`src/rtl/chip_mem_xfer.sv`:
```
// CHIP-8 block-transfer engine: FX55 store, FX65 load and FX33 BCD between V0..VF and chip RAM.
// Optional CHIP8_I_INCR_EN: on store/load completion, pulse i_we with i_new = I + x + 1.
module chip_mem_xfer #(
  parameter int ADDR_W = 12,
  parameter int DATA_W = 8,
  parameter int REG_AW = 4
) (
  input  logic              clk,
  input  logic              reset_n,
  input  logic              start,
  input  logic [1:0]        op,
  input  logic [REG_AW-1:0] x,
  input  logic [ADDR_W-1:0] i_addr,
  output logic              busy,
  output logic              done,
  output logic [ADDR_W-1:0] mem_addr,
  output logic [DATA_W-1:0] mem_wdata,
  output logic              mem_we,
  input  logic [DATA_W-1:0] mem_rdata,
  output logic [REG_AW-1:0] reg_raddr,
  input  logic [DATA_W-1:0] reg_rdata,
  output logic [REG_AW-1:0] reg_waddr,
  output logic [DATA_W-1:0] reg_wdata,
  output logic              reg_we,
  output logic [ADDR_W-1:0] i_new,
  output logic              i_we
);

  typedef enum logic [2:0] {IDLE, STORE, LOAD, BCD_RD, BCD_WR, DONE} state_t;

  state_t              state;
  logic [REG_AW-1:0]   x_q;
  logic [ADDR_W-1:0]   i_q;
  logic [REG_AW:0]     n;
  logic [DATA_W-1:0]   hund, tens, ones;
  logic [DATA_W-1:0]   d_h, d_t, d_o;
  logic [31:0]         v;
  logic [REG_AW:0]     x_ext;
  logic [ADDR_W-1:0]   addr_n;
`ifdef CHIP8_I_INCR_EN
  logic                rw_cmd;
`endif

  assign x_ext  = {1'b0, x_q};
  assign addr_n = i_q + ADDR_W'(n);

  always_comb begin
    v   = 32'(reg_rdata);
    d_h = DATA_W'(v / 32'd100);
    d_t = DATA_W'((v / 32'd10) % 32'd10);
    d_o = DATA_W'(v % 32'd10);
  end

  always_ff @(posedge clk or negedge reset_n) begin
    if (!reset_n) begin
      state <= IDLE;
      x_q   <= '0;
      i_q   <= '0;
      n     <= '0;
      hund  <= '0;
      tens  <= '0;
      ones  <= '0;
`ifdef CHIP8_I_INCR_EN
      rw_cmd <= 1'b0;
`endif
    end else begin
      case (state)
        IDLE: if (start) begin
          x_q <= x;
          i_q <= i_addr;
          n   <= '0;
`ifdef CHIP8_I_INCR_EN
          rw_cmd <= ~op[1];
`endif
          case (op)
            2'b00:   state <= STORE;
            2'b01:   state <= LOAD;
            2'b10:   state <= BCD_RD;
            default: state <= DONE;
          endcase
        end
        STORE: begin
          if (n == x_ext) state <= DONE;
          else n <= n + 1'b1;
        end
        LOAD: begin
          // one extra cycle to catch the read data of the last address
          if (n == x_ext + 1'b1) state <= DONE;
          else n <= n + 1'b1;
        end
        BCD_RD: begin
          hund  <= d_h;
          tens  <= d_t;
          ones  <= d_o;
          n     <= '0;
          state <= BCD_WR;
        end
        BCD_WR: begin
          if (n == (REG_AW+1)'(2)) state <= DONE;
          else n <= n + 1'b1;
        end
        default: state <= IDLE;
      endcase
    end
  end

  always_comb begin
    busy      = 1'b0;
    done      = 1'b0;
    mem_addr  = '0;
    mem_wdata = '0;
    mem_we    = 1'b0;
    reg_raddr = '0;
    reg_waddr = '0;
    reg_wdata = '0;
    reg_we    = 1'b0;
    i_new     = '0;
    i_we      = 1'b0;
    case (state)
      STORE: begin
        busy      = 1'b1;
        reg_raddr = n[REG_AW-1:0];
        mem_addr  = addr_n;
        mem_wdata = reg_rdata;
        mem_we    = 1'b1;
      end
      LOAD: begin
        busy = 1'b1;
        if (n <= x_ext) mem_addr = addr_n;
        if (n != '0) begin
          reg_we    = 1'b1;
          reg_waddr = REG_AW'(n - 1'b1);
          reg_wdata = mem_rdata;
        end
      end
      BCD_RD: begin
        busy      = 1'b1;
        reg_raddr = x_q;
      end
      BCD_WR: begin
        busy      = 1'b1;
        mem_we    = 1'b1;
        mem_addr  = addr_n;
        mem_wdata = (n == '0) ? hund : (n == (REG_AW+1)'(1)) ? tens : ones;
      end
      DONE: begin
        done = 1'b1;
`ifdef CHIP8_I_INCR_EN
        if (rw_cmd) begin
          i_we  = 1'b1;
          i_new = i_q + ADDR_W'(x_q) + ADDR_W'(1);
        end
`endif
      end
      default: ;
    endcase
  end

endmodule

```
`config.mk`:
```
export PLATFORM = sky130hd
export DESIGN_NAME = chip_mem_xfer
export DESIGN_NICKNAME = d
export VERILOG_FILES = /design/src/rtl/chip_mem_xfer.sv
export SDC_FILE = /design/constraint.sdc
export NUM_CORES = 1
export LEC_CHECK = 0
export ABC_AREA = 1
export BUFFER_PORTS_ARGS = -buffer_cell sky130_fd_sc_hd__buf_2
export CORE_ASPECT_RATIO = 1.25
export CORE_MARGIN = 5
export CORE_UTILIZATION = 30
export CTS_BUF_LIST = sky130_fd_sc_hd__clkbuf_8
export DETAILED_ROUTE_END_ITERATION = 12
export GPL_TIMING_DRIVEN = 0
export SLEW_MARGIN = 25
export SYNTH_ARGS = -nofsm -noshare
export SYNTH_HDL_FRONTEND = slang
export SYNTH_SLANG_ARGS = --single-unit
```
`constraint.sdc`:
```
create_clock -name clk -period 2.7 [get_ports clk]
set_clock_uncertainty 0.05 [all_clocks]
set_input_delay 0.54 -clock clk [delete_from_list [all_inputs] [get_ports clk]]
set_output_delay 0.54 -clock clk [all_outputs]
set_load 0.02 [all_outputs]
```
==> summary.txt, run 1 <==
Layout
  – Area delta synth->final: 70.1%
  – # fillers: 1163
  – Layout cells sized above 1: 54.2%
  – Diode count: 0
  – Most frequent cells in the layout: buf_4 (100), nand2_1 (65), nor2_1 (57)
  – Fin nets: 812
  – Commonest non-fill, non-tap cell in the layout: buf_4

Worst setup path
  – Slowest CP cell: mux2_2
  – CP required: 2.83 ns
  – Worst setup path category: in -> reg
  – Critical path launch point type: input port
  – Flop-to-flop setup slack: 0.34 ns
  – CP max FO: 6
  – Critical Path Sink Type: flip-flop
  – Worst path max stage delay: 0.34 ns
  – Most used cell, CP: nand2_4
  – Crit path DAT: 3.65 ns

Status
  – Violated checks: negative setup slack
  – Status: finished with violations

Routing
  – Detail Route Antenna Nets: 0
  – Vias post-DR: 4464
  – Remaining DRCs: 0
  – DRT iter0 DRCs: 194
  – Final WL: 13800 microns
  – TritonRoute pass-1 iters: 4
  – Post-DR vias/cell: 4.87
  – Per-cell routed wire length: 15.1 microns

Placement
  – Pre-CTS setup slack: -1.44 ns
  – Port bufs: 76
  – Dpl hpwl: 9250 microns
  – Global placement routability congestion: 0.856

GRT
  – Global-route wire length before repair: 21100 microns
  – GRT Overall Usage: 16.4%
  – Largest net degree at the start of global routing: 43
  – Vias in the first global route: 4475
  – Initial antenna violation count: 0
  – GRT overflow: 0

Floorplan
  – Placeable Area: 12700 sq um
  – # rows: 46
  – Die Span X: 112 microns
  – Die area: 15400 sq um
  – Chip height: 138 microns
  – # IOs: 90
  – Initial Utilization: 30.7%

Timing
  – Measured slew at the worst slew-check pin: 0.617 ns
  – Final setup viols: 29
  – Period utilization: 130%
  – Endpoints failing hold: 0
  – Worst rel slew slack: 58.9%
  – Max-slew violations: 0
  – Final WS setup: -0.813 ns
  – Unrepaired setup endpoints after global routing: yes
  – Final min period: 3.51 ns
  – Achievable frequency: 285 MHz

CTS
  – Worst-skew pair later-pin latency: 0.29 ns
  – Clock Sinks: 42
  – CTS tree: built
  – CTS Buf Count: 5
  – Htree depth: 2
  – Clock-pin transition on the worst setup and hold timing paths: 0.08 ns
  – Root Buffer: clkbuf_8
  – Clock buffer depth: 2

Logic synthesis
  – Synth Warn #: 0
  – Area contributors post-synth: dfrtp_1 (27%), nand2_1 (9.4%), nor2_1 (7.9%)
  – Post-synthesis sequential area ratio: 26.9%
  – Dominant cell type by area after synthesis: dfrtp_1
  – Cells after synthesis: 554
  – Post-synth EDFFs: 0
  – Asr flop ratio synth: 100%
  – Synth unique cells: 48
  – Syn_area_per_cell: 7.05 sq um
  – Post-Syn Area: 3900 sq um
  – Yosys top cell area share: 26.9%
  – Ys flop type: dfrtp_1
  – Yosys reg bits: 42

Pwr
  – Pwr/cell area: 958 nW/um^2
  – PnR Total Power: 6.37 mW
  – Worst vdd ir: 0.596 mV
  – Standby leakage power: 3.21 nW

Run
  – Max-Cap Viols: 0

Hold path
  – Hold crit path type: in -> async
synthesized netlist by cell type (2+ instances only):
cell	number
nand2_1	98
clkbuf_1	6
inv_1	67
buf_4	13
nor3_1	8
nand2_2	15
inv_2	6
nand2_4	3
o22ai_1	5
buf_6	2
mux2_2	10
nand4_1	9
nor3b_1	4
nor2_4	4
nand3b_1	2
nand3_1	47
nand3_2	5
a21oi_1	25
dfrtp_1	42
o32ai_1	6
xnor2_1	7
nand3_4	3
o31ai_1	3
nor2_1	82
clkinv_1	3
ha_1	24
xor2_1	9
o21ai_0	20
a31oi_1	7
logic make-up after synthesis:
family,share of synthesized area (%)
compound gates,12.1
flops,26.9
other cells,0.0961
fa+ha+maj,8.21
mux,2.88
simple gates,34.9
xor+xnor,3.59
buf+inv,11.3
state kept, by name, summed over array words and instances (netlist names):
name and count:
state 3, n 5, hund 2, tens 8, x_q 4, i_q 12
ones 8
metal layers:
metal	part of all wire (%)	routed length [microns]	global-route usage, %	vias to the layer above
li1	-	-	-	2184
met1	38	5310	18.9	2131
met2	55	7550	31.2	122
met3	4.9	677	2.50	27
met4	2.0	283	5.01	0
met5	0	0	0	-
worst paths after layout:
check,from,end,cells after the start
max,reg_rdata[5],ones[2],30
min,reset_n,i_q[1],1
max reg2reg,n[0],n[4],14
min reg2reg,tens[2],tens[2],2
max in group asynchronous,reset_n,n[2],1
min in group clk,i_addr[4],i_q[4],2
area by class of cell:
class	instances	area, sq um	share of cell area [%]
Tap cell	168	210	3.17
Timing Repair Buffer	177	1400	21.1
Clock buffer	6	82.6	1.24
Multi-Input combinational cell	424	3360	50.6
Buffer	23	185	2.79
Inverter	77	343	5.16
Sequential cell	42	1060	15.9
critical path: cells and delay by family:
family                   cells  cell delay [ns]
AO/OA/AOI/OAI                1             0.16
adder cells (fa/ha/maj)      1             0.28
buffers and inverters       10             0.79
multiplexers                 1             0.34
AND/OR/NAND/NOR             17             1.51
through the flow:
stage               instance area (sq um)  setup TNS, ns  hold slack, ns  instances  utilization [%]
floorplan                            4080          -6.18           0.194        566                -
global placement                     4670         -16.95           0.408        810             36.7
detailed placement                   4670         -18.51           0.410        810             36.7
CTS                                  5900          -8.68           0.383        881             46.4
global route                         6640         -17.02           0.230        917             52.2
finish                               6640         -12.89           0.185        917             52.2
where the power goes:
group	total (mW)	internal, mW	leakage [nW]	switching, mW
Combinational	4.77	2.11	2.68	2.66
Sequential	1.19	0.925	0.494	0.263
Clock	0.408	0.197	0.0431	0.210
Total	6.37	3.23	3.21	3.13
repair_timing:
action / in CTS / in global routing
hold endpoints to repair: 0 / 0
gates resized for setup: 164 / 114
setup buffers: 68 / 40
pin swaps: 72 / 59
endpoints found under the setup margin: 48 / 44
hold buffers: 0 / 0
cloned: 0 / 0
(Power assumes the default switching activity.)
==> run 2, diff against run 1 <==
- PLACE_DENSITY: not set -> 0.59
==> run 2 against run 1 <==
The run still ends with negative setup slack left. Worst hold slack improved by 0.0011 ns. Clock power fell by 6.6%. Clock-buffer cell count down 1. Routed wire length decreased by 1.2%. Critical path depth did not move. Global-route usage is 1.0 points higher. Sequential cell count stayed put. Combinational power is 19% lower. First-iteration DRC count rose by 48%. Sequential share of layout area is 1.9 points higher. Worst setup slack better by 0.019 ns. Highest routed layer unchanged. Die area is the same.
==> summary.txt, run 2 (synthesis results as in run 1) <==
Status
  – Status: finished with violations (unchanged)
  – Violated checks: negative setup slack (unchanged)

Pwr
  – Net switching power: 2.76 mW (was 3.13 mW)
  – Pint: 2.65 mW (was 3.23 mW)
  – Clock share of power: 7.0% (was 6.4%)
  – Standby leakage power: 3.04 nW (was 3.21 nW)
  – Combinational power share: 71.5% (was 74.9%)
  – Part of the power in registers: 21.5% (was 18.7%)
  – Worst vdd ir: 0.641 mV (was 0.596 mV)
  – Pwr/cell area: 915 nW/um^2 (was 958 nW/um^2)
  – Switching portion of total power: 51.0% (was 49.2%)

Layout
  – Design area: 5920 sq um (was 6640 sq um)
  – Max reg flops: 12 (unchanged)
  – Area delta synth->final: 51.7% (was 70.1%)
  – Commonest non-fill, non-tap cell in the layout: buf_4 (unchanged)
  – Fin nets: 800 (was 812)
  – Fin util: 46.6% (was 52.2%)
  – Biggest regs: i_q x12, ones x8, tens x8 (unchanged)
  – Diode count: 0 (unchanged)
  – Top reg by flops: i_q (unchanged)
  – Fin cells: 906 (was 917)
  – Layout cells sized above 1: 44.6% (was 54.2%)
  – Most frequent cells in the layout: buf_4 (96), nor2_1 (73), nand2_1 (72) (was buf_4 (100), nand2_1 (65), nor2_1 (57))

GRT
  – Largest net degree at the start of global routing: 43 (unchanged)
  – Global-route wire length before repair: 22200 microns (was 21100 microns)
  – GRT overflow: 0 (unchanged)
  – Vias in the first global route: 4685 (was 4475)
  – GRT Overall Usage: 17.4% (was 16.4%)
  – Initial antenna violation count: 0 (unchanged)

Routing
  – Per-cell routed wire length: 15.1 microns (about the same)
  – TritonRoute pass-1 iters: 5 (was 4)
  – Detail Route Antenna Nets: 0 (unchanged)
  – Remaining DRCs: 0 (unchanged)
  – Vias post-DR: 4485 (was 4464)
  – Post-DR vias/cell: 4.95 (was 4.87)
  – Final WL: 13700 microns (was 13800 microns)
  – DRT iter0 DRCs: 288 (was 194)

Floorplan
  – Chip height: 138 microns (unchanged)
  – Die Span X: 112 microns (unchanged)
  – Die area: 15400 sq um (unchanged)
  – # IOs: 90 (unchanged)
  – Placeable Area: 12700 sq um (unchanged)
  – # rows: 46 (unchanged)
  – Initial Utilization: 30.7% (unchanged)

Timing
  – Achievable frequency: 286 MHz (was 285 MHz)
  – Final WS setup: -0.795 ns (was -0.813 ns)
  – Measured slew at the worst slew-check pin: 0.621 ns (was 0.617 ns)
  – Max-slew violations: 0 (unchanged)
  – Worst rel slew slack: 58.6% (was 58.9%)
  – Period utilization: 129% (was 130%)
  – Unrepaired setup endpoints after global routing: yes (unchanged)
  – Final min period: 3.49 ns (was 3.51 ns)
  – Hold Worst Slack: 0.186 ns (was 0.185 ns)
  – Endpoints failing hold: 0 (unchanged)
  – Final setup viols: 39 (was 29)

Worst setup path
  – Crit path DAT: 3.63 ns (was 3.65 ns)
  – Worst path max stage delay: 0.16 ns (was 0.34 ns)
  – Worst setup path category: in -> reg (unchanged)
  – Critical Path Sink Type: flip-flop (unchanged)
  – Slowest CP cell: ha_4 (was mux2_2)
  – Most used cell, CP: nand2_4 (unchanged)
  – CP required: 2.83 ns (about the same)
  – CP max FO: 5 (was 6)
  – Critical path launch point type: input port (unchanged)

CTS
  – Root Buffer: clkbuf_8 (unchanged)
  – CTS Buf Count: 5 (unchanged)
  – CTS tree: built (unchanged)
  – Clock-pin transition on the worst setup and hold timing paths: 0.08 ns (about the same)
  – Clock buffer depth: 2 (unchanged)
  – Clock Sinks: 42 (unchanged)
  – Worst-skew pair later-pin latency: 0.29 ns (about the same)
  – Htree depth: 2 (unchanged)

Hold path
  – Hold crit path type: in -> async (unchanged)

Placement
  – Port bufs: 76 (unchanged)
  – Pre-CTS setup slack: -1.42 ns (was -1.44 ns)
  – Dpl hpwl: 9180 microns (was 9250 microns)
  – Global placement routability congestion: 0.868 (was 0.856)
  – Area after DPL: 4670 sq um (unchanged)
  – DP Cell Count: 810 (unchanged)

Run
  – Max-Cap Viols: 0 (unchanged)
run 2: cell count changes in the layout (fill, tap and decap cells not counted), moves of 6 or more:
| cell | before | now |
|---|---|---|
| buf_2 | 51 | 70 |
| buf_6 | 34 | 11 |
| inv_1 | 49 | 60 |
| inv_2 | 18 | 10 |
| nand2_1 | 65 | 72 |
| nand2_4 | 27 | 19 |
| nand3_1 | 21 | 29 |
| nor2_1 | 57 | 73 |
| nor2_2 | 15 | 5 |
| nor2_4 | 15 | 9 |
run 2: layout make-up:
cell class | count | area, sq um
plain buffers | 23 | 171
clock buffers | 5 | 68.8
clock inverters | 2 | 7.51
fillers | 1234 | 6800
inverters | 77 | 324
multi-input cells | 424 | 2960
flip-flops and latches | 42 | 1050
well taps | 168 | 210
repair buffers | 165 | 1130
run 2: final timing paths:
path	from	end	slack (ns)	cells past startpoint
setup reg to reg	n[0]	n[4]	0.27	14
hold / removal	reset_n	i_q[1]	0.19	1
min in group clk	i_addr[1]	i_q[1]	0.43	2
hold reg to reg	tens[4]	tens[4]	0.43	2
setup / recovery	reg_rdata[5]	tens[7]	-0.79	30
max in group asynchronous	reset_n	n[0]	2.01	1
run 2: repair_timing:
action,CTS,global route
setup endpoints to repair,48,47
pin swaps,55,31
setup buffers,84,7
hold endpoints to repair,0,0
resized for setup,94,36
hold buffers,0,0
run 2: worst max-delay path: cells and delay by family:
kind | cells | cell delay (ns)
buf+inv | 6 | 0.45
simple gates | 21 | 2.17
compound gates | 2 | 0.25
fa+ha+maj | 1 | 0.16
run 2: per-stage QoR:
stage / power, mW / setup TNS (ns)
2_1_floorplan: 3.36 / -6.18
3_3_place_gp: 4.15 / -17.11
3_5_place_dp: 4.21 / -18.30
4_1_cts: 5.19 / -12.17
5_1_grt: 5.89 / -20.83
6_report: 5.42 / -14.41
run 2: layer usage:
metal,track usage [%],vias up,share of wire [%]
met5,0,-,0
met4,6.75,0,3.4
met3,3.38,44,5.8
met2,32.3,160,53
met1,19.7,2114,38
li1,-,2167,-
run 2: power groups by stage:
stage | Combinational, mW | Clock (mW) | Sequential, mW
after floorplan | 2.26 | 0 | 1.09
after global placement | 3.00 | 0 | 1.15
after detailed placement | 3.05 | 0 | 1.16
after CTS | 3.64 | 0.391 | 1.16
after global routing | 4.26 | 0.421 | 1.21
final | 3.87 | 0.381 | 1.16
==> run 3, diff against run 2 <==
- SETUP_SLACK_MARGIN: not set -> 0.1
==> run 3 against run 2 <==
Worst setup slack better by 0.057 ns. Combinational power grew 7.0%. Via count fell by 3.3%. Sequential cell count is the same. Clock-buffer cell count rose by 1. The flow still finishes with violations (negative setup slack). Worst hold slack lost 0.021 ns.
==> summary.txt, run 3 (synthesis results as in run 1) <==
Status
  – Status: finished with violations (unchanged)
  – Violated checks: negative setup slack (unchanged)

Floorplan
  – Die Span X: 112 microns (unchanged)
  – Chip height: 138 microns (unchanged)
  – # rows: 46 (unchanged)
  – # IOs: 90 (unchanged)
  – Placeable Area: 12700 sq um (unchanged)
  – Die area: 15400 sq um (unchanged)
  – Initial Utilization: 30.7% (unchanged)

Routing
  – Remaining DRCs: 0 (unchanged)
  – TritonRoute pass-1 iters: 4 (was 5)
  – Vias post-DR: 4337 (was 4485)
  – Detail Route Antenna Nets: 0 (unchanged)
  – DRT iter0 DRCs: 207 (was 288)
  – Post-DR vias/cell: 4.85 (was 4.95)
  – Final WL: 12900 microns (was 13700 microns)
  – Per-cell routed wire length: 14.5 microns (was 15.1 microns)

Pwr
  – PnR Total Power: 5.76 mW (was 5.42 mW)
  – Worst vdd ir: 0.575 mV (was 0.641 mV)
  – Standby leakage power: 3.03 nW (was 3.04 nW)
  – Pwr/cell area: 950 nW/um^2 (was 915 nW/um^2)

Timing
  – Worst rel slew slack: 59.6% (was 58.6%)
  – Achievable frequency: 291 MHz (was 286 MHz)
  – Max-slew violations: 0 (unchanged)
  – Measured slew at the worst slew-check pin: 0.606 ns (was 0.621 ns)
  – Period utilization: 127% (was 129%)
  – Hold Worst Slack: 0.165 ns (was 0.186 ns)
  – Unrepaired setup endpoints after global routing: yes (unchanged)
  – Endpoints failing hold: 0 (unchanged)
  – Final min period: 3.44 ns (was 3.49 ns)
  – Final setup viols: 40 (was 39)
  – Final WS setup: -0.738 ns (was -0.795 ns)

Run
  – Max-Cap Viols: 0 (unchanged)

Layout
  – Fin nets: 787 (was 800)
  – Area delta synth->final: 55.3% (was 51.7%)
  – # fillers: 1234 (unchanged)
  – Fin util: 47.6% (was 46.6%)
  – Layout cells sized above 1: 47.2% (was 44.6%)
  – Max reg flops: 12 (unchanged)
  – Most frequent cells in the layout: buf_4 (83), nand2_1 (70), nor2_1 (65) (was buf_4 (96), nor2_1 (73), nand2_1 (72))
  – Top reg by flops: i_q (unchanged)
  – Biggest regs: i_q x12, ones x8, tens x8 (unchanged)
  – Commonest non-fill, non-tap cell in the layout: buf_4 (unchanged)
  – Diode count: 0 (unchanged)

Worst setup path
  – Slowest CP cell: ha_4 (unchanged)
  – CP max FO: 6 (was 5)
  – Critical Path Sink Type: flip-flop (unchanged)
  – Worst path max stage delay: 0.27 ns (was 0.16 ns)
  – Most used cell, CP: nand2_4 (unchanged)
  – Worst r2r path cells: 15 (was 14)
  – Crit path DAT: 3.59 ns (was 3.63 ns)
  – CP required: 2.85 ns (was 2.83 ns)
  – Worst setup path category: in -> reg (unchanged)
  – Critical path launch point type: input port (unchanged)

Hold path
  – Hold crit path type: in -> async (unchanged)

Placement
  – Dpl hpwl: 9270 microns (was 9180 microns)
  – Port bufs: 76 (unchanged)
  – Global placement routability congestion: 0.884 (was 0.868)
  – Pre-CTS setup slack: -1.42 ns (about the same)

CTS
  – Worst-skew pair later-pin latency: 0.30 ns (was 0.29 ns)
  – CTS tree: built (unchanged)
  – Htree depth: 2 (unchanged)
  – Clock Sinks: 42 (unchanged)
  – Clock-pin transition on the worst setup and hold timing paths: 0.08 ns (about the same)
  – Clock buffer depth: 2 (unchanged)
  – CTS Buf Count: 5 (unchanged)
  – Hold buffers post-CTS: 0 (unchanged)
  – Root Buffer: clkbuf_8 (unchanged)

GRT
  – Global-route wire length before repair: 20800 microns (was 22200 microns)
  – Vias in the first global route: 4500 (was 4685)
  – Initial antenna violation count: 0 (unchanged)
  – GRT overflow: 0 (unchanged)
  – Largest net degree at the start of global routing: 43 (unchanged)
  – GRT Overall Usage: 16.3% (was 17.4%)
run 3: changes by cell type in the layout (fill, tap and decap cells not counted), moves of 3 or more:
| cell | change |
|---|---|
| clkbuf_8 | +3 |
| nor2_2 | +6 |
| nand2_4 | +7 |
| nor2_1 | -8 |
| nand3_4 | +3 |
| buf_4 | -13 |
| buf_2 | -6 |
| inv_1 | -6 |
| inv_2 | +3 |
| nand2_2 | -5 |
| buf_6 | +4 |
run 3: where the power goes:
part	switching (mW)	leakage [nW]	internal, mW	total [mW]
clock	0.230	0.0472	0.206	0.436
sequential	0.253	0.496	0.925	1.18
combinational	2.40	2.49	1.75	4.14
run 3: what timing repair did:
item	in CTS	in global routing
setup buffers	63	20
hold endpoints to repair	0	0
resized for setup	113	63
setup endpoints to repair	49	57
cloned	1	0
pin swaps	54	45
run 3: per-stage QoR:
stage	instances	TNS, ns	area (sq um)
floorplan	566	-6.18	4120
global placement	810	-16.55	4710
detailed placement	810	-17.76	4710
CTS	879	-11.11	5700
global route	894	-17.48	6060
finish	894	-12.24	6060
run 3: path summary, 6_finish.rpt:
path,slack [ns],to,from
worst max register to register,0.41,n[4],n[0]
worst min register to register,0.44,tens[4],tens[4]
worst min-delay path,0.17,i_q[0],reset_n
worst max-delay path,-0.74,tens[3],reg_rdata[5]
min in group clk,0.42,i_q[0],i_addr[0]
max in group asynchronous,2.02,x_q[2],reset_n
run 3: layout make-up:
type                            count  area, sq um  area share (%)
Clock buffer                        6         82.6            1.36
Timing Repair Buffer              152         1080            17.9
Tap cell                          168          210            3.47
Buffer                             23          181            2.99
Inverter                           77          332            5.47
Clock inverter                      2         12.5           0.206
Sequential cell                    42         1050            17.4
Multi-Input combinational cell    424         3100            51.2
run 3: critical path, delay by kind of cell:
| kind | cells | cell delay (ns) |
|---|---|---|
| XOR/XNOR | 1 | 0.16 |
| AND/OR/NAND/NOR | 25 | 2.16 |
| buffers and inverters | 5 | 0.30 |
| adder cells (fa/ha/maj) | 2 | 0.43 |
run 3: layer usage:
| metal | track usage (%) | up-vias | wire (microns) |
|---|---|---|---|
| li1 | - | 2144 | - |
| met2 | 31.0 | 103 | 6890 |
| met3 | 2.55 | 23 | 545 |
| met4 | 5.08 | 0 | 233 |
| met5 | 0 | - | 0 |
| met1 | 18.6 | 2067 | 5260 |
